## config.mk

```make
export PLATFORM = sky130hd
export DESIGN_NAME = st_wbuf
export DESIGN_NICKNAME = d
export VERILOG_FILES = /design/src/rtl/st_wbuf.sv
export SDC_FILE = /design/constraint.sdc
export NUM_CORES = 1
export LEC_CHECK = 0
export ABC_CLOCK_PERIOD_IN_PS = 18200
export BUFFER_PORTS_ARGS = -buffer_cell sky130_fd_sc_hd__clkbuf_2
export CORE_MARGIN = 8
export CORE_UTILIZATION = 30
export DETAILED_ROUTE_END_ITERATION = 8
export GPL_TIMING_DRIVEN = 1
export SYNTH_ARGS = -nofsm -noshare
export SYNTH_HDL_FRONTEND = slang
export SYNTH_SLANG_ARGS = --single-unit
```

## constraint.sdc

```tcl
create_clock -name clk -period 18.2 [get_ports clk]
set_clock_uncertainty 0.05 [all_clocks]
set_input_delay 5.46 -clock clk [delete_from_list [all_inputs] [get_ports clk]]
set_output_delay 5.46 -clock clk [all_outputs]
set_load 0.01 [all_outputs]
```

## src/rtl/st_wbuf.sv

```systemverilog
// st_wbuf: circular store write buffer draining to the Dcache, with coalescing
// of back-to-back stores to the same address and youngest-match load forwarding.
module st_wbuf #(
   parameter int ADDR_W   = 64,
   parameter int WB_DEPTH = 4
) (
   input  logic              clk,
   input  logic              rst,
   input  logic              st_ret_en_i,
   input  logic [ADDR_W-1:0] st_ret_addr_i,
   input  logic [63:0]       st_ret_data_i,
   output logic              wb_full_o,
   output logic              wb_empty_o,
   output logic              dc_st_en_o,
   output logic [ADDR_W-1:0] dc_st_addr_o,
   output logic [63:0]       dc_st_data_o,
   input  logic              dc_st_ack_i,
   input  logic [ADDR_W-1:0] ld_addr_i,
   output logic              ld_fwd_vld_o,
   output logic [63:0]       ld_fwd_data_o
);
   localparam int PW = $clog2(WB_DEPTH);
   typedef enum logic {IDLE, REQ} state_t;
   state_t            r_state;
   logic [PW:0]       r_head, r_tail;
   logic [ADDR_W-1:0] r_addr [WB_DEPTH];
   logic [63:0]       r_data [WB_DEPTH];
   logic [PW:0]       w_count, w_head_nx, w_tail_nx;
   logic [PW-1:0]     w_yidx, w_fidx;
   logic              w_full, w_empty, w_coal, w_enq, w_pop;
   assign w_full    = (r_head[PW-1:0] == r_tail[PW-1:0]) && (r_head[PW] != r_tail[PW]);
   assign w_empty   = r_head == r_tail;
   assign w_count   = r_tail - r_head;
   assign w_yidx    = r_tail[PW-1:0] - PW'(1);
   // The head entry is being offered to the Dcache, so it may not be rewritten.
   assign w_coal    = st_ret_en_i && !w_full && !w_empty && (r_addr[w_yidx] == st_ret_addr_i) &&
                      ((w_yidx != r_head[PW-1:0]) || (r_state == IDLE));
   assign w_enq     = st_ret_en_i && !w_full && !w_coal;
   assign w_pop     = (r_state == REQ) && dc_st_ack_i;
   assign w_tail_nx = r_tail + (PW+1)'(w_enq);
   assign w_head_nx = r_head + (PW+1)'(w_pop);
   assign wb_full_o    = w_full;
   assign wb_empty_o   = w_empty && (r_state == IDLE);
   assign dc_st_en_o   = r_state == REQ;
   assign dc_st_addr_o = (r_state == REQ) ? r_addr[r_head[PW-1:0]] : '0;
   assign dc_st_data_o = (r_state == REQ) ? r_data[r_head[PW-1:0]] : '0;
   always_ff @(posedge clk) begin
      if (rst) begin
         r_head  <= '0;
         r_tail  <= '0;
         r_state <= IDLE;
      end else begin
         r_head  <= w_head_nx;
         r_tail  <= w_tail_nx;
         r_state <= (w_head_nx != w_tail_nx) ? REQ : IDLE;
      end
   end
   always_ff @(posedge clk) begin
      if (w_enq) begin
         r_addr[r_tail[PW-1:0]] <= st_ret_addr_i;
         r_data[r_tail[PW-1:0]] <= st_ret_data_i;
      end else if (w_coal) begin
         r_data[w_yidx] <= st_ret_data_i;
      end
   end
   // Scan oldest to youngest so the youngest match is the one left standing.
   always_comb begin
      ld_fwd_vld_o  = 1'b0;
      ld_fwd_data_o = '0;
      w_fidx        = '0;
      for (int i = 0; i < WB_DEPTH; i++) begin
         w_fidx = r_head[PW-1:0] + PW'(i);
         if (((PW+1)'(i) < w_count) && (r_addr[w_fidx] == ld_addr_i)) begin
            ld_fwd_vld_o  = 1'b1;
            ld_fwd_data_o = r_data[w_fidx];
         end
      end
   end
endmodule
```

==> impl_metrics.py <==
metrics = {
    "worst_setup_path": {
        "r2r_cells": 13,
        "required_ps": 12690,
        "crit_chain": "clkbuf_2 -> inv_1 -> xnor2_1 -> nor4_1 -> nand4_1 -> a211o_1 -> nor4_4 -> buf_4 -> buf_4 -> a21oi_1 -> o21ai_1 -> a22o_1 -> clkbuf_2",
        "worst-path-buf-inv": 5,
        "critPathKind": "in -> out",
        "end_kind": "output pin",
        "crit_slowest_cell": "buf_4",
        "cp_data_arrival_time_ps": 9490,
        "crit_fanout": 71,
        "critical_path_depth": 13,
        "critPathLaunchType": "input pin",
        "slowest_delay_ps": 710,
        "crit_family": "buffers and inverters",
    },
    "cts": {
        "cts_buffers": 59,
        "htree_levels": 2,
        "clock_latency_ps": 680,
        "cts_resized": 0,
        "clock_path_buffers": 3,
        "cts_sinks": 519,
        "clkTransAtPathRegs_ps": 60,
        "cts_tree": "built",
        "post_cts_buffers": 0,
        "cts.root.buffer_cell": "clkbuf_16",
        "postCtsHoldBufs": 0,
    },
    "die": {
        "initial_core_util": 0.302,
        "chipHeight_um": 361,
        "die_w_um": 361,
        "ioPinCount": 392,
        "die_area_sq_mm": 0.130,
        "core_area_sq_mm": 0.118,
        "num_rows": 126,
    },
    "cells_and_area": {
        "drive_gt1_frac": 0.330,
        "seqCellArea_sq_mm": 0.0155,
        "nNetsFinal": 3166,
        "mostFrequentLayoutCells": "edfxtp_1, clkbuf_2, mux4_2, xnor2_1, mux2i_1",
        "area_growth_pct": 14.0,
        "final_common_cell": "edfxtp_1",
        "multi_input_area_sq_mm": 0.0189,
        "nFillCells": 11500,
    },
    "global_route": {
        "grt_pass1_wl_mm": 181,
        "grt_pass1_vias": 25500,
        "grt_util_all_layers": 0.185,
        "antenna_found_initial": 43,
        "grt_max_degree": 121,
        "grt-ovfl-total": 0,
    },
    "drt": {
        "drt-wirelength-per-cell_um": 27.8,
        "dr.pass1.iters": 8,
        "num_vias": 26200,
        "finalWirelength_mm": 127,
        "drtIter0Drc": 3084,
        "postRouteAntennaNets": 0,
        "post-route-drc-count": 0,
        "vias_per_cell": 5.72,
    },
    "synthesis": {
        "netlist.area_leader.share": 0.431,
        "dominantRegCellSynth": "edfxtp_1",
        "syn_area_sq_mm": 0.0357,
        "synth_cell_types": 64,
        "synthCells": 2704,
        "async_flop_share": 0,
        "synth_fp_nets": 2911,
        "synth_edf_count": 512,
        "ys_ff_latch": 519,
        "yosysTopAreaCell": "edfxtp_1",
        "yosys_warnings": 0,
        "yosysSeqAreaShare": 0.435,
        "synth_top_cells_by_area": "edfxtp_1, mux4_2, mux2i_1",
        "synth_area_per_cell_sq_um": 13.2,
    },
    "timing": {
        "timing.final.crit_share": 0.824,
        "fmax_ghz": 0.0667,
        "hold_viol_final": 0,
        "fin_tns_setup_ps": 0,
        "setup_viol_count_final": 0,
        "tightest_slew_ps": 1110,
        "report.final.slew_viol_count": 0,
        "rsz0062_at_grt": "false",
        "final.min_clock_period_ps": 15000,
        "relSlewSlack": 0.259,
    },
    "run_status": {
        "status": "complete, no violations",
    },
    "placed_design": {
        "portBuffers": 391,
        "gp_congestion": 0.973,
        "hpwlAfterDp_mm": 92.3,
    },
    "hold_path": {
        "whs_path_depth": 2,
        "hold_path.class": "reg -> reg",
    },
    "power_and_ir_drop": {
        "leakage_uw": 0.0131,
        "finalPower_uw": 3740,
        "power.density_mw_per_mm2": 92.0,
        "ir_worst_vdd_uv": 70.7,
    },
    "flow_run": {
        "cap_violations": 0,
    },
}
area by class of cell:
cell class / count / area share
multi-input cells: 1920 / 0.465
flip-flops and latches: 519 / 0.381
inverters: 29 / 0.00283
clock inverters: 36 / 0.00642
well taps: 1536 / 0.0472
repair buffers: 430 / 0.0561
diodes: 33 / 0.00203
clock buffers: 72 / 0.0385
routing by layer:
metal | vias to the layer above | share of wire | GRT usage
met4 | 16 | 0.044 | 0.0820
met2 | 1262 | 0.47 | 0.297
met5 | - | 0.00095 | 0
met1 | 13400 | 0.40 | 0.238
li1 | 11300 | - | -
met3 | 255 | 0.085 | 0.0467
state kept, by name (all words and copies together) (netlist names):
register    flops
dc_st_en_o      1
r_addr        256
r_head          3
r_tail          3
r_data        256
metrics by stage:
step	area (sq um)	utilization	setup WS (ps)	instances	hold WS [ps]
after global routing	40700	0.344	3100	4562	531
after global placement	38800	0.328	2970	4433	473
after floorplan	35700	-	4690	2704	455
after CTS	40600	0.344	3330	4542	500
after detailed placement	38800	0.329	3330	4434	483
final	40700	0.345	3200	4575	491
worst paths after layout:
check                  startpoint                endpoint  slack, ps
min reg2reg  r_tail[2]$_SDFF_PP0_    r_tail[2]$_SDFF_PP0_        490
max reg2reg  r_tail[0]$_SDFF_PP0_  r_data[0][9]$_DFFE_PP_      11160
min          r_tail[2]$_SDFF_PP0_    r_tail[2]$_SDFF_PP0_        490
max                  ld_addr_i[1]       ld_fwd_data_o[47]       3200
synth_stat cells, types with 52 or more instances:
master	number
a21oi_1	137
edfxtp_1	512
nand2_1	169
xor2_1	94
mux4_2	342
buf_2	54
a22o_1	66
mux2i_1	190
mux2_2	114
nor2_1	109
nand4_1	52
xnor2_1	200
o21ai_0	168
clkbuf_1	107
worst min-delay path, cell delays in order, from the launching register on:
cell	delay (ps)
dfxtp_1	360
xnor2_1	80
nor2_1	70
where the power goes:
part | leakage (uW) | switching, uW | internal, uW
clock network | 0.000883 | 505 | 650
logic | 0.00743 | 678 | 479
registers | 0.00476 | 51.7 | 1380
logic make-up (layout without fill, tap and decap cells):
| kind of cell | count (synthesis) | in the layout | share of synthesized area |
|---|---|---|---|
| flops | 519 | 519 | 0.435 |
| compound gates | 494 | 494 | 0.0833 |
| xor+xnor | 294 | 294 | 0.0721 |
| fa+ha+maj | 11 | 11 | 0.00407 |
| buf+inv | 265 | 567 | 0.0367 |
| other cells | 0 | 33 | 0 |
| mux | 647 | 647 | 0.305 |
| simple gates | 474 | 474 | 0.0638 |
Power figures use the tool's default switching activity.
